$ cat config.mk
export PLATFORM = sky130hd
export DESIGN_NAME = lcd_spi_write
export DESIGN_NICKNAME = d
export VERILOG_FILES = /design/src/rtl/lcd_pkg.sv /design/src/rtl/lcd_spi_write.sv
export SDC_FILE = /design/constraint.sdc
export NUM_CORES = 1
export LEC_CHECK = 0
export BUFFER_PORTS_ARGS = -buffer_cell sky130_fd_sc_hd__buf_2
export CAP_MARGIN = 20
export CORE_ASPECT_RATIO = 0.75
export CORE_MARGIN = 1.5
export CORE_UTILIZATION = 50
export DETAILED_ROUTE_END_ITERATION = 8
export GPL_ROUTABILITY_DRIVEN = 0
export PLACE_DENSITY_LB_ADDON = 0.15
export SKIP_LAST_GASP = 1
export SLEW_MARGIN = 20
export SYNTH_ARGS = -nofsm -noshare
export SYNTH_HDL_FRONTEND = slang
export SYNTH_SLANG_ARGS = --single-unit
$ cat constraint.sdc
create_clock -name sys_clk -period 2.2 [get_ports sys_clk]
set_clock_uncertainty 0.2 [all_clocks]
set_input_delay 0.22 -clock sys_clk [delete_from_list [all_inputs] [get_ports sys_clk]]
set_output_delay 0.22 -clock sys_clk [all_outputs]
set_load 0.05 [all_outputs]
$ cat src/rtl/lcd_pkg.sv
// Shared definitions for the LCD SPI write path and its upstream sequencers.
package lcd_pkg;

    // One-hot bit positions of the serializer states
    localparam int IDLE_B  = 0;
    localparam int SHIFT_B = 1;
    localparam int HOLD_B  = 2;
    localparam int DONE_B  = 3;
    localparam int GAP_B   = 4;

    typedef enum logic [4:0] {
        ST_IDLE  = 5'(1 << IDLE_B),
        ST_SHIFT = 5'(1 << SHIFT_B),
        ST_HOLD  = 5'(1 << HOLD_B),
        ST_DONE  = 5'(1 << DONE_B),
        ST_GAP   = 5'(1 << GAP_B)
    } state_t;

    // D/C pin levels carried in bit 8 of a word
    localparam logic DC_CMD  = 1'b0;
    localparam logic DC_DATA = 1'b1;

    // Panel opcodes used by the drawing sequencers
    localparam logic [7:0] CMD_CASET = 8'h2A;
    localparam logic [7:0] CMD_RASET = 8'h2B;
    localparam logic [7:0] CMD_RAMWR = 8'h2C;

endpackage

$ cat src/rtl/lcd_spi_write.sv
// Mode-0 SPI serializer for 9-bit {dc, byte} LCD words, MSB first,
// with a CS hold phase and a fixed idle gap between words.
module lcd_spi_write
    import lcd_pkg::*;
#(
    parameter int CLK_DIV    = 2,
    parameter int GAP_CYCLES = 3
) (
    input  logic       sys_clk,
    input  logic       sys_rst,
    input  logic       en_write,
    input  logic [8:0] wr_data,
    output logic       wr_done,
    output logic       busy,
    output logic       lcd_cs,
    output logic       lcd_sclk,
    output logic       lcd_mosi,
    output logic       lcd_dc
);

    localparam int HW = $clog2(CLK_DIV) + 1;
    localparam logic [HW-1:0] HCNT_MAX = HW'(CLK_DIV - 1);
    // GAP state is left one cycle early: the following IDLE cycle is the
    // last gap cycle, so en_write is next sampled GAP_CYCLES+1 edges after wr_done.
    localparam logic [3:0] GAP_LAST = 4'(GAP_CYCLES - 2);

    state_t          state, state_d;
    logic [HW-1:0]   hcnt, hcnt_d;
    logic [2:0]      bcnt, bcnt_d;
    logic [3:0]      gcnt, gcnt_d;
    logic [7:0]      shift_reg, shift_d;
    logic            cs_d, sclk_d, mosi_d, dc_d, done_d, busy_d;

    // Next-state and next-output logic; every output is registered below
    always_comb begin
        state_d = state;
        hcnt_d  = hcnt;
        bcnt_d  = bcnt;
        gcnt_d  = gcnt;
        shift_d = shift_reg;
        cs_d    = lcd_cs;
        sclk_d  = lcd_sclk;
        mosi_d  = lcd_mosi;
        dc_d    = lcd_dc;
        done_d  = 1'b0;
        busy_d  = busy;
        unique case (state)
            ST_IDLE: begin
                if (en_write) begin
                    shift_d = wr_data[7:0];
                    dc_d    = wr_data[8];
                    mosi_d  = wr_data[7];
                    cs_d    = 1'b0;
                    busy_d  = 1'b1;
                    hcnt_d  = '0;
                    bcnt_d  = 3'd7;
                    state_d = ST_SHIFT;
                end
            end
            ST_SHIFT: begin
                if (hcnt == HCNT_MAX) begin
                    hcnt_d = '0;
                    if (!lcd_sclk) begin
                        sclk_d = 1'b1;
                    end else if (bcnt == 3'd0) begin
                        sclk_d  = 1'b0;
                        state_d = ST_HOLD;
                    end else begin
                        // next bit goes out on the falling edge of SCLK
                        sclk_d = 1'b0;
                        bcnt_d = bcnt - 3'd1;
                        mosi_d = shift_reg[bcnt - 3'd1];
                    end
                end else begin
                    hcnt_d = hcnt + 1'b1;
                end
            end
            ST_HOLD: begin
                if (hcnt == HCNT_MAX) begin
                    hcnt_d  = '0;
                    cs_d    = 1'b1;
                    done_d  = 1'b1;
                    state_d = ST_DONE;
                end else begin
                    hcnt_d = hcnt + 1'b1;
                end
            end
            ST_DONE: begin
                gcnt_d  = 4'd0;
                state_d = ST_GAP;
            end
            ST_GAP: begin
                if (gcnt == GAP_LAST) begin
                    gcnt_d  = 4'd0;
                    busy_d  = 1'b0;
                    state_d = ST_IDLE;
                end else begin
                    gcnt_d = gcnt + 4'd1;
                end
            end
            default: begin
                cs_d    = 1'b1;
                sclk_d  = 1'b0;
                busy_d  = 1'b0;
                state_d = ST_IDLE;
            end
        endcase
    end

    // State, counters and output registers
    always_ff @(posedge sys_clk or posedge sys_rst) begin
        if (sys_rst) begin
            state     <= ST_IDLE;
            hcnt      <= '0;
            bcnt      <= 3'd0;
            gcnt      <= 4'd0;
            shift_reg <= 8'd0;
            lcd_cs    <= 1'b1;
            lcd_sclk  <= 1'b0;
            lcd_mosi  <= 1'b0;
            lcd_dc    <= 1'b0;
            wr_done   <= 1'b0;
            busy      <= 1'b0;
        end else begin
            state     <= state_d;
            hcnt      <= hcnt_d;
            bcnt      <= bcnt_d;
            gcnt      <= gcnt_d;
            shift_reg <= shift_d;
            lcd_cs    <= cs_d;
            lcd_sclk  <= sclk_d;
            lcd_mosi  <= mosi_d;
            lcd_dc    <= dc_d;
            wr_done   <= done_d;
            busy      <= busy_d;
        end
    end

endmodule
-- Word level (Yosys, flattened, before mapping)
Cells that the tools add are included.
- $add $sub $neg: 3
- $mul: 0
- divide/modulo/power cells: 0
- $lt $le $gt $ge: 1
- equality and inequality tests: 14
- shifts and indexed selects: 0
- mux-type cells: 35
- bitwise gates (word level): 3
- reduce and logical (&&, ||, !) cells: 15
- operator list (cell ; count):
    $mux W5 ; 6
    $pmux W5 S5 ; 1
    $ne A2 B2 Y1 const B ; 7
    $mux W1 ; 13
    $mux W3 ; 4
    $pmux W4 S2 ; 1
    $pmux W1 S3 ; 2
    $pmux W3 S2 ; 1
    $reduce_and A2 Y1 ; 3
    $reduce_and A3 Y1 ; 2
    $reduce_and A6 Y1 ; 1
    $reduce_bool A2 Y1 ; 3
    $reduce_or A3 Y1 ; 2
    $eq A5 B1 Y1 const B ; 1
    $eq A5 B2 Y1 const B ; 1
    $eq A5 B3 Y1 const B ; 1
    $eq A5 B4 Y1 const B ; 1
    $eq A5 B5 Y1 const B ; 1
    $reduce_and A5 Y1 ; 1
    $add A4 B1 Y4 const B ; 1
    $eq A4 B1 Y1 const B ; 1
    $lt A3 B4 Y1 const B ; 1
    $mux W2 ; 2
    $mux W4 ; 1
    other kinds (10) ; 13
- bits in registers: 28
- latch bits: 0
- memory bits (writable): 0
- bits in read-only memories: 0
- bits of input ports: 12
- output and inout bits: 6
- word-level logic and storage cells: 82
- memories kept: 0

-- Depth between registers and ports, before layout
- word-level depth: 7
- mapped depth: 6
- depth with buffers taken out: 6

-- Least setup slack after synthesis
No wires, ideal clock.
- path kind: reg2reg
- from: register bcnt[0]
- to: register bcnt[1]
- arrival: 1502 ps
- data required time: 1875 ps
- slack: 374 ps
- cell stages (with the launch flop): 6
- buffers on the path: 0
- clock period less this slack: 1826 ps
- cells stage by stage: dfrtp_1 > inv_1 > ha_1 > ha_1 > o31ai_4 > mux2_2
- longest elaborated chain between the ends: 5
- elaborated cells on any way between the ends: 8
- ends and longest elaborated chain (item ; RTL line ; text):
    from (decl) ; lcd_spi_write.sv:29 ; logic [2:0] bcnt, bcnt_d;
    from (signal assigned) ; lcd_spi_write.sv:127 ; bcnt <= bcnt_d;
    $sub A3 B1 Y3 ; lcd_spi_write.sv:71 ; bcnt_d = bcnt - 3'd1;
    $mux W3 ; lcd_spi_write.sv:65 ; end else if (bcnt == 3'd0) begin
    $mux W3 ; lcd_spi_write.sv:63 ; if (!lcd_sclk) begin
    $mux W3 ; lcd_spi_write.sv:61 ; if (hcnt == HCNT_MAX) begin
    $pmux W3 S2 ; lcd_spi_write.sv:47 ; unique case (state)
Several ways; a longest one is shown, not always the timed one. The select of a mux whose other input is x is not followed.
A chain may end at the register's enable or synchronous reset.

-- Worst setup path after layout
- from: register bcnt[0]
- to: register bcnt[2]
Same word-level chain as after synthesis.

==> metrics.log <==
[metrics] remaining global-route overflow: 0
[metrics] clk buf depth: 2
[metrics] top area cells in the synthesized netlist: sky130_fd_sc_hd__dfrtp_1 (40%), sky130_fd_sc_hd__mux2_4 (7.4%), sky130_fd_sc_hd__dfstp_2 (3.2%)
[metrics] worst-case headroom to the max-slew limit: slightly above 70%
[metrics] nets in the synthesized netlist: 156
[metrics] final worst hold slack: approximately 0.32 ns
[metrics] post-route total power: 2.17 mW
[metrics] count of filler cells inserted in the layout: 239
[metrics] global-route wire length before repair: 5260 µm
[metrics] peak supply drop: 0.000782 V
[metrics] RSZ-0062 raised after global routing: no
[metrics] CTS tree: built
[metrics] largest stage delay on the critical path: 0.41 ns
[metrics] post-synth cell types: 47
[metrics] final hold violation count: 0
[metrics] I/O Pins: 18
[metrics] critical path's most frequent cell: sky130_fd_sc_hd__ha_1
[metrics] non-filler cells in the finished layout: 209
[metrics] Critical Path Sink Type: flip-flop
[metrics] number of buffer cells added on primary ports: 17
[metrics] most common cell in the synthesized netlist: sky130_fd_sc_hd__dfrtp_1
[metrics] ANT nets after route: 0
[metrics] Placement Rows: 17
[metrics] detailed-route wire length per cell: between 15 and 20 µm
[metrics] vias after detailed routing: around 1200
[metrics] number of failing setup endpoints in the final timing report: 0
[metrics] Placed Cells: 194
[metrics] overall die width: 68.7 µm
[metrics] fraction of the yosys area taken by sequential cells: 43.4%
[metrics] final antenna diode count: 0
[metrics] standard cell with the maximum stage delay on the critical path: sky130_fd_sc_hd__dfrtp_1
[metrics] vias per inst: 5.53
[metrics] yosys synthesis warning count: 0
[metrics] number of nets in the layout: 188
[metrics] cts bufs inserted: 3
[metrics] Synth Cell Area: approximately 1600 µm²
[metrics] number of setup buffers added after CTS: 0
[metrics] setup TNS: 0 ns
[metrics] die boundary height: roughly 52 µm
[metrics] placed standard-cell area: 1740 µm²
[metrics] vias in the first global route: between 1000 and 1500
[metrics] fin worst setup slack: 0.214 ns
[metrics] CP Data Required Time: approximately 2.2 ns
[metrics] DP Worst Slack: 0.249 ns
[metrics] clock root buffer: sky130_fd_sc_hd__clkbuf_8
[metrics] flip-flop and latch count after synthesis: 28
[metrics] final instance area: 1920 µm²
[metrics] hpwl dp: about 2200 µm
[metrics] core occupancy in the finished layout: 63.5%
[metrics] Area Overhead vs Synth: 18.5%
[metrics] H-tree levels: 1
[metrics] Power Density: 1130 nW/µm²
[metrics] share of the synthesized area in the top cell type: between 40% and 50%
[metrics] number of max-capacitance violations reported: 0
[metrics] FFs w/ async S/R, synth: between 90% and 100%
[metrics] remaining routing DRC violations: 0
[metrics] most numerous cell types in the synthesized netlist: sky130_fd_sc_hd__dfrtp_1 (26), sky130_fd_sc_hd__o21ai_0 (9), sky130_fd_sc_hd__mux2_4 (8)
[metrics] worst-skew pair later-pin latency: 0.27 ns
[metrics] final worst-path cycle share: 90.3%
[metrics] upper clock frequency limit: between 500 and 600 MHz
[metrics] Mean Syn Cell Area: roughly 12 µm²
[metrics] top fanout value on the critical path: 4
[metrics] number of synthesized flops with an enable pin: 0
[metrics] chain of cells forming the critical path: inv_1 -> ha_1 -> ha_1 -> o31ai_4 -> mux2_2
[metrics] kind of start point of the critical path: flip-flop
[metrics] area leader, netlist: sky130_fd_sc_hd__dfrtp_1
[metrics] core region area: 3020 µm²
[metrics] post-layout min period: 1.99 ns
[metrics] flip-flop count of the largest register after layout: 8
[metrics] actual slew at the worst max-slew pin: 0.424 ns
[metrics] number of max-slew violations in the final report: 0
[metrics] clock slew at reported path FFs: 0.09 ns
[metrics] dominant delay contributor by cell family on the critical path: adder cells
[metrics] number of buffer and inverter stages on the critical path: 1
[metrics] pin count of the biggest net entering global routing: 29
[metrics] wirelength, routed: 3180 µm
[metrics] result of the run: finished, final reports clean
[metrics] leakage dissipation: just over 0.9 nW
[metrics] Post-synth top flop: sky130_fd_sc_hd__dfrtp_1
[metrics] signal arrival time at the worst endpoint: 1.95 ns
[metrics] die footprint: approximately 3600 µm²
[metrics] class of the tightest hold or removal check: flip-flop to flip-flop
[metrics] DRT Pass-1 Iters: 4
[metrics] fraction of final layout cells sized beyond drive strength 1: about 30%
[metrics] CTS sink count: 28
[metrics] number of antenna violations at the first check in global routing: 0
[metrics] Post-Synthesis Cells: between 100 and 150
[metrics] Initial Util: 53.6%
[metrics] startpoint-to-endpoint class of the critical path: flip-flop to flip-flop
[metrics] aggregate global-route resource usage: 20.2%
[metrics] initial DRC count: 89
-- layout make-up --
cell class / count / area, µm² / area share (%)
clock inverter: 1 / 30.0 / 1.56
inverter: 6 / 22.5 / 1.17
sequential: 28 / 703 / 36.6
tap: 38 / 47.5 / 2.48
multi-input combinational: 99 / 835 / 43.5
timing repair buffer: 34 / 240 / 12.5
clock buffer: 3 / 41.3 / 2.15
-- repair_timing --
item,4_1_cts,5_1_grt
hold endpoints to repair,36,0
gates resized for setup,0,0
hold buffers,11,0
-- worst paths after layout --
path / startpoint / end / slack [ns] / depth (start not counted)
min in group asynchronous: sys_rst / lcd_dc / 0.35 / 4
hold / removal: gcnt[3] / gcnt[3] / 0.32 / 1
max in group asynchronous: sys_rst / state[0] / 1.15 / 4
setup reg to reg: bcnt[0] / bcnt[2] / 0.21 / 5
setup / recovery: bcnt[0] / bcnt[2] / 0.21 / 5
hold reg to reg: gcnt[3] / gcnt[3] / 0.32 / 1
-- cell usage in the layout, fill, tap and decap left out, types with 2 or more instances in the layout --
| master | n |
|---|---|
| sky130_fd_sc_hd__dlygate4sd3_1 | 11 |
| sky130_fd_sc_hd__nand2b_1 | 5 |
| sky130_fd_sc_hd__mux4_2 | 2 |
| sky130_fd_sc_hd__nor4_1 | 2 |
| sky130_fd_sc_hd__o21ai_1 | 2 |
| sky130_fd_sc_hd__mux2_2 | 4 |
| sky130_fd_sc_hd__inv_1 | 6 |
| sky130_fd_sc_hd__and3_1 | 5 |
| sky130_fd_sc_hd__a21o_1 | 3 |
| sky130_fd_sc_hd__nand4_1 | 2 |
| sky130_fd_sc_hd__dfstp_2 | 2 |
| sky130_fd_sc_hd__nor2_4 | 3 |
| sky130_fd_sc_hd__nor2b_1 | 2 |
| sky130_fd_sc_hd__nand3_1 | 3 |
| sky130_fd_sc_hd__mux2i_1 | 2 |
| sky130_fd_sc_hd__buf_2 | 17 |
| sky130_fd_sc_hd__nand2_1 | 7 |
| sky130_fd_sc_hd__o31ai_1 | 3 |
| sky130_fd_sc_hd__o21ai_0 | 9 |
| sky130_fd_sc_hd__o31a_1 | 2 |
| sky130_fd_sc_hd__nand3b_1 | 2 |
| sky130_fd_sc_hd__buf_4 | 6 |
| sky130_fd_sc_hd__o21bai_1 | 2 |
| sky130_fd_sc_hd__mux2_4 | 8 |
| sky130_fd_sc_hd__ha_1 | 4 |
| sky130_fd_sc_hd__xor2_1 | 3 |
| sky130_fd_sc_hd__clkbuf_8 | 3 |
| sky130_fd_sc_hd__nor2_1 | 5 |
| sky130_fd_sc_hd__dfrtp_1 | 26 |
-- logic make-up (layout without fill, tap and decap cells) --
logic type      after synthesis  count (layout)  share of synthesized area (%)
mux                          16              16                           14.2
fa+ha+maj                     4               4                           3.09
xor+xnor                      3               3                           1.62
buf+inv                      13              44                           5.02
compound gates               31              31                           13.8
simple gates                 45              45                           18.8
flops                        28              28                           43.4
-- report_power, final --
group / internal, mW / switching, mW / leakage (nW)
Sequential: 0.683 / 0.131 / 0.343
Clock: 0.244 / 0.158 / 0.0357
Combinational: 0.444 / 0.515 / 0.543
Total: 1.37 / 0.805 / 0.922
-- layer usage --
metal / track usage (%) / share of wire (%) / up-vias
li1: - / - / 579
met1: 30.5 / 51 / 553
met2: 30.9 / 46 / 22
met3: 3.87 / 2.9 / 2
met4: 2.94 / 0.53 / 0
met5: 0 / 0 / -
No activity file was read; power rests on OpenSTA's default activity.
